File: src/rtl/rr_mux_arbiter.sv
// Round-robin arbiter that grants one requester at a time for a bounded hold,
// drives a registered mux select, and routes the granted requester's bit to f.
module rr_mux_arbiter #(
  parameter int unsigned INS      = 16,
  parameter int unsigned MAX_HOLD = 8
) (
  input  logic                     clk,
  input  logic                     reset,
  input  logic [INS-1:0]           req,
  input  logic [INS-1:0]           w,
  output logic [INS-1:0]           gnt,
  output logic [$clog2(INS)-1:0]   sel,
  output logic                     busy,
  output logic                     f
);

  localparam int unsigned SelW  = $clog2(INS);
  localparam int unsigned HoldW = $clog2(MAX_HOLD + 1);

  typedef enum logic [0:0] {StIdle, StGrant} state_e;

  state_e             state_q, state_d;
  logic [INS-1:0]     gnt_q, gnt_d;
  logic [SelW-1:0]    sel_q, sel_d;
  logic [SelW-1:0]    last_q, last_d;
  logic [HoldW-1:0]   hold_cnt_q, hold_cnt_d;
  logic               busy_q, busy_d;

  logic [SelW-1:0]    ref_sel;
  logic [SelW-1:0]    hi_idx, lo_idx, win_idx;
  logic               hi_found, lo_found;
  logic               any_req;
  logic               release_grant;

  // Search starts just past the current holder while granted (it becomes last on
  // release), otherwise just past the last served requester. Splitting the scan
  // into "above ref" and "at or below ref" avoids modulo arithmetic for any INS.
  always_comb begin
    ref_sel  = (state_q == StGrant) ? sel_q : last_q;
    hi_found = 1'b0;
    lo_found = 1'b0;
    hi_idx   = '0;
    lo_idx   = '0;
    for (int i = 0; i < int'(INS); i++) begin
      if (req[i] && !hi_found && (i > int'(ref_sel))) begin
        hi_found = 1'b1;
        hi_idx   = SelW'(i);
      end
      if (req[i] && !lo_found && (i <= int'(ref_sel))) begin
        lo_found = 1'b1;
        lo_idx   = SelW'(i);
      end
    end
    win_idx = hi_found ? hi_idx : lo_idx;
  end

  assign any_req       = |req;
  assign release_grant = !req[sel_q] || (hold_cnt_q == HoldW'(MAX_HOLD - 1));

  always_comb begin
    state_d    = state_q;
    gnt_d      = gnt_q;
    sel_d      = sel_q;
    last_d     = last_q;
    hold_cnt_d = hold_cnt_q;
    busy_d     = busy_q;
    unique case (state_q)
      StIdle: begin
        if (any_req) begin
          state_d    = StGrant;
          sel_d      = win_idx;
          gnt_d      = {{(INS-1){1'b0}}, 1'b1} << win_idx;
          busy_d     = 1'b1;
          hold_cnt_d = '0;
        end
      end
      StGrant: begin
        if (release_grant) begin
          last_d     = sel_q;
          hold_cnt_d = '0;
          if (any_req) begin
            sel_d = win_idx;
            gnt_d = {{(INS-1){1'b0}}, 1'b1} << win_idx;
          end else begin
            state_d = StIdle;
            gnt_d   = '0;
            busy_d  = 1'b0;
          end
        end else begin
          hold_cnt_d = hold_cnt_q + HoldW'(1);
        end
      end
      default: begin
        state_d    = StIdle;
        gnt_d      = '0;
        busy_d     = 1'b0;
        hold_cnt_d = '0;
      end
    endcase
  end

  always_ff @(posedge clk or posedge reset) begin
    if (reset) begin
      state_q    <= StIdle;
      gnt_q      <= '0;
      sel_q      <= '0;
      last_q     <= SelW'(INS - 1);
      hold_cnt_q <= '0;
      busy_q     <= 1'b0;
    end else begin
      state_q    <= state_d;
      gnt_q      <= gnt_d;
      sel_q      <= sel_d;
      last_q     <= last_d;
      hold_cnt_q <= hold_cnt_d;
      busy_q     <= busy_d;
    end
  end

  assign gnt  = gnt_q;
  assign sel  = sel_q;
  assign busy = busy_q;
  assign f    = busy_q & w[sel_q];

endmodule
File: config.mk
export PLATFORM = sky130hd
export DESIGN_NAME = rr_mux_arbiter
export DESIGN_NICKNAME = d
export VERILOG_FILES = /design/src/rtl/rr_mux_arbiter.sv
export SDC_FILE = /design/constraint.sdc
export NUM_CORES = 1
export LEC_CHECK = 0
export ABC_AREA = 1
export CAP_MARGIN = 10
export CORE_UTILIZATION = 56
export CTS_BUF_LIST = sky130_fd_sc_hd__clkbuf_8
export DETAILED_ROUTE_END_ITERATION = 8
export PLACE_DENSITY = 0.86
export SLEW_MARGIN = 40
export SYNTH_ARGS = -nofsm -noshare
export SYNTH_HDL_FRONTEND = slang
export SYNTH_SLANG_ARGS = --single-unit
File: constraint.sdc
create_clock -name clk -period 7.01 [get_ports clk]
set_input_delay 1.0515 -clock clk [delete_from_list [all_inputs] [get_ports clk]]
set_output_delay 1.0515 -clock clk [all_outputs]
set_load 0.05 [all_outputs]
# == Word level (Yosys, flattened, before mapping) ==
# Cells that the tools add are included.
# Widths: inputs -> output; s select.
# totals
reg_bits,30
inputBits,34
word_cells,222
# op_classes
n_addsub,1
magnitude_cmp,31
eq_ne,4
n_shift,1
mux,83
n_bitwise,2
n_reduce_logical,94
# op_table
cell,n
$mux 4,32
$logic_and 1x1->1,59
$mux 16,3
$mux 1,39
$gt 4x4->1 const A,8
$le 4x4->1 const A,8
$pmux 16 s2,1
$logic_not 1->1,30
$gt 3x4->1 const A,4
$le 3x4->1 const A,4
$pmux 4 s2,2
$reduce_or 16->1,1
$shl 1x4->16 const A,1
$bmux 1 s4,2
$gt 2x4->1 const A,2
$le 2x4->1 const A,2
$lt 4x5->1 const B,1
$add 4x1->4 const B,1
$eq 4x3->1 const B,1
$gt 1x4->1 const A,1
$le 1x4->1 const A,1
$mux 2,2
$ne 2x2->1 const B,2
$pmux 1 s2,2
6 further kinds,7

# == Longest topological paths before layout ==
# logic_depth
word_depth,66
mapped_depth,23
mapped_depth_nobuf,22

# == Worst setup path after synthesis ==
# OpenSTA, ideal clock, no wires.
# synth_timing
kind,register -> output
startpoint,reg sel_q[0] (netlist: sel[0])
endpoint,out f
arrival_ns,2.679
t_required_ns,5.958
setup_slack_ns,3.279
stages_incl_launch_ff,8
path_buffers,2
cell_sequence,dfrtp_1 > buf_2 > inv_1 > clkbuf_1 > o21ai_0 > o221ai_1 > nand3_1 > a21boi_0
# synth_via
elab_chain_cells,3
# synth_rtl
item,line_no,rtl
start: declaration,24,"logic [SelW-1:0] sel_q, sel_d;"
start signal: assignment,113,sel_q <= sel_d;
$bmux 1 s4,123,assign f = busy_q & w[sel_q];
$mux 1 (implied by the code),123,
$and 1x1->1,123,
end: declaration,14,output logic f
# No other way between the ends. The select of a mux whose other input is x is not followed.

# == Final worst setup path ==
# layout_timing
startpoint,in w[14]
endpoint,out f
# layout_via
elab_chain_cells,3
# layout_rtl
item,line_no,rtl
start: declaration,10,"input logic [INS-1:0] w,"
$bmux 1 s4,123,
$mux 1 (implied by the code),123,
$and 1x1->1,123,
# No other way between the ends. The select of a mux whose other input is x is not followed.

==> flow_summary.yaml <==
layout:
  area_growth_pct: 24.3
  nets: 488
  drive_gt1_share_pct: 17.3
  layout_common_cells: "nand2_1 (95), inv_1 (58), clkdlybuf4s50_1 (55)"
  diodes: 0
  fillers: 391
  layout_commonest_cell: "nand2_1"
cts:
  post_cts_buffers: 0
  cts_htree_levels: 2
  numCtsBuffers: 5
  cts_hold_buf: 0
  worstSkewPairLatency_ns: 0.29
  ctsResizeCount: 0
  cts.path.max_buffers: 2
  root_buffer: "clkbuf_8"
  cts_tree: "done"
  clock-sinks: 30
  clk_pin_slew_worst_paths_ns: 0.06
timing:
  finalHoldViolCount: 0
  fmax_mhz: 251
  slew_viol_final: 0
  tns_ns: 0
  worst_slew_pin_slew_ns: 0.642
  setup_viol: 0
  fin_crit_ns: 3.98
  final.setup.worst_slack_ns: 3.03
  rsz0062_at_grt: "no"
  finalCritPeriodShare_pct: 56.8
  maxSlewHeadroom_pct: 57.2
  fin_worst_skew_ns: 0.00783
worst_setup_path:
  ff2ff_setup_slack_ns: 4.02
  cp.arrival_ns: 2.93
  critical_path_class: "input pin to output port"
  start_kind: "input pin"
  timing.rr.start: "sel[0]"
  worstSetupEndpoint: "f"
  critPathMaxFanout: 1
  slowest_delay_ns: 0.83
  critPathSlowestCell: "clkdlybuf4s50_1"
  endpoint_kind: "output port"
  r2r_cells: 15
  cpMostUsedCell: "clkdlybuf4s50_1"
  crit_chain: "clkdlybuf4s50_1, o21ai_0, o221ai_1, nand3_1, a21boi_0, clkdlybuf4s50_1"
  worstPathRequired_ns: 5.96
  crit_path_start: "w[14]"
  r2r-end: "gnt[3]"
placed_design:
  place_congestion: 0.935
  pre_cts_ws_ns: 3.06
  dpl.hpwl_um: 5410
  numPortBuffers: 55
logic_synthesis:
  synth-seq-cells: 30
  ys_types: 46
  synthFlopType: "dfrtp_1"
  syn-mean-instance-area_sq_um: 7.03
  synth_nets: 433
  synthArstFlopShare_pct: 100
  synth_cells: 397
  seq_area_frac_synth_pct: 27.1
  synth_warnings: 0
  syn_area_sq_um: 2790
  synth_edf_count: 0
floorplanning:
  io_pins: 56
  dieArea_sq_um: 5270
  fp.dieW_um: 72.6
  start_util_pct: 58.7
  core-area_sq_um: 4750
  rows: 25
  die_h_um: 72.6
global_route:
  grt_use_total_pct: 27.6
  grt-ovfl-total: 0
  grt_pass1_wl_um: 11300
  grt_pass1_vias: 2572
  antenna_found_initial: 0
  grt_start_max_net_pins: 31
status:
  outcome: "finished clean"
routing:
  wl_per_cell_um: 13.2
  vias_per_cell: 5.29
  first_pass_iters: 4
  drt-initial-drc-count: 178
  drc: 0
  vias: 2744
  final_antenna_net_count: 0
  wirelength_um: 6830
min_path:
  min_path_type: "flop to flop"
power_and_ir_drop:
  ir_drop_uv: 248
  power_density_nw_per_um2: 402
  p_total_uw: 1400
  p_leak_uw: 0.00166
run:
  drv_cap: 0
-- kinds of logic (layout without fill, tap and decap cells) --
family	after synthesis	count (layout)	synth area share (%)
AOI/OAI and AO/OA	65	65	13.8
and+or+nand+nor	225	225	46.7
DFF	30	30	27.1
adders and majority gates	2	2	0.896
buffers and inverters	73	128	11.0
xor gates and xnor gates	2	2	0.627
-- per-stage QoR --
step | std cells | util [%] | instance area [sq um] | hold WS [ns]
final | 519 | 73.0 | 3470 | 0.487
after CTS | 519 | 73.0 | 3470 | 0.486
after global routing | 519 | 73.0 | 3470 | 0.510
after detailed placement | 512 | 71.4 | 3390 | 0.468
after global placement | 512 | 71.3 | 3390 | 0.462
after floorplan | 397 | - | 2790 | 0.475
-- how the worst min path moves through the flow --
stage / start / end / slack [ns] / cells after the start
2_1_floorplan: hold_cnt_q[1] / hold_cnt_q[1] / 0.48 / 2
3_3_place_gp: gnt[9] / gnt[9] / 0.46 / 2
3_5_place_dp: gnt[9] / gnt[9] / 0.47 / 2
4_1_cts: gnt[9] / gnt[9] / 0.49 / 2
5_1_grt: gnt[2] / gnt[2] / 0.51 / 2
6_report: gnt[11] / gnt[11] / 0.49 / 2
-- sequential cells by signal, summed over array words and instances, names as in the netlist --
| signal | flops |
|---|---|
| gnt | 16 |
| hold_cnt_q | 4 |
| last_q | 4 |
| sel | 4 |
| busy | 1 |
| state_q | 1 |
-- cells in the mapped netlist (2+ instances only) --
master	instances	area share [%]
dfrtp_1	26	23
a21oi_4	2	1.2
nand4_2	2	0.90
o21ai_1	8	1.4
nand2_4	7	2.8
o221ai_1	3	0.94
o21ai_0	28	5.0
o211ai_1	2	0.54
nor4_1	3	0.67
clkbuf_1	3	0.40
nor3_1	3	0.54
nor2_8	3	2.2
nand3b_1	2	0.54
ha_1	2	0.90
a21oi_1	15	2.7
dfstp_2	4	3.8
nand2_2	15	3.4
nor2_2	7	1.6
nor2_1	39	5.2
buf_2	3	0.54
inv_1	59	7.9
nor2_4	5	2.0
xor2_1	2	0.63
nand2_1	95	13
nand3_1	19	3.4
nand2_8	4	2.9
inv_2	2	0.27
nand4_1	8	1.8
nand3_2	7	2.5
nand4_4	3	2.3
-- power breakdown --
part,total (uW),switching [uW],internal [uW],leakage (uW)
logic,971,660,310,0.00123
clock network,129,62.4,66.4,0.0000438
registers,298,64.9,233,0.000388
total,1400,788,609,0.00166
-- critical path, delay by kind of cell --
family / cells / cell delay, ns
buf+inv: 2 / 1.29
compound gates: 3 / 0.48
simple gates: 1 / 0.10
-- per-layer routing --
metal / routed length [um] / up-vias / GRT usage [%]
met5: 0 / - / 0
met1: 3100 / 1274 / 35.0
met3: 290 / 11 / 3.73
li1: - / 1398 / -
met4: 103 / 0 / 8.28
met2: 3330 / 61 / 49.0
-- layout make-up --
class                   count  area [sq um]  area share (%)
multi-input cells         294          1730            49.9
clock inverters             2          10.0           0.288
clock buffers               5          68.8            1.98
inverters                  66           269            7.75
well taps                  67          83.8            2.41
flip-flops and latches     30           756            21.8
repair buffers             55           551            15.9
Note: power is estimated with default switching activity, not from simulation.
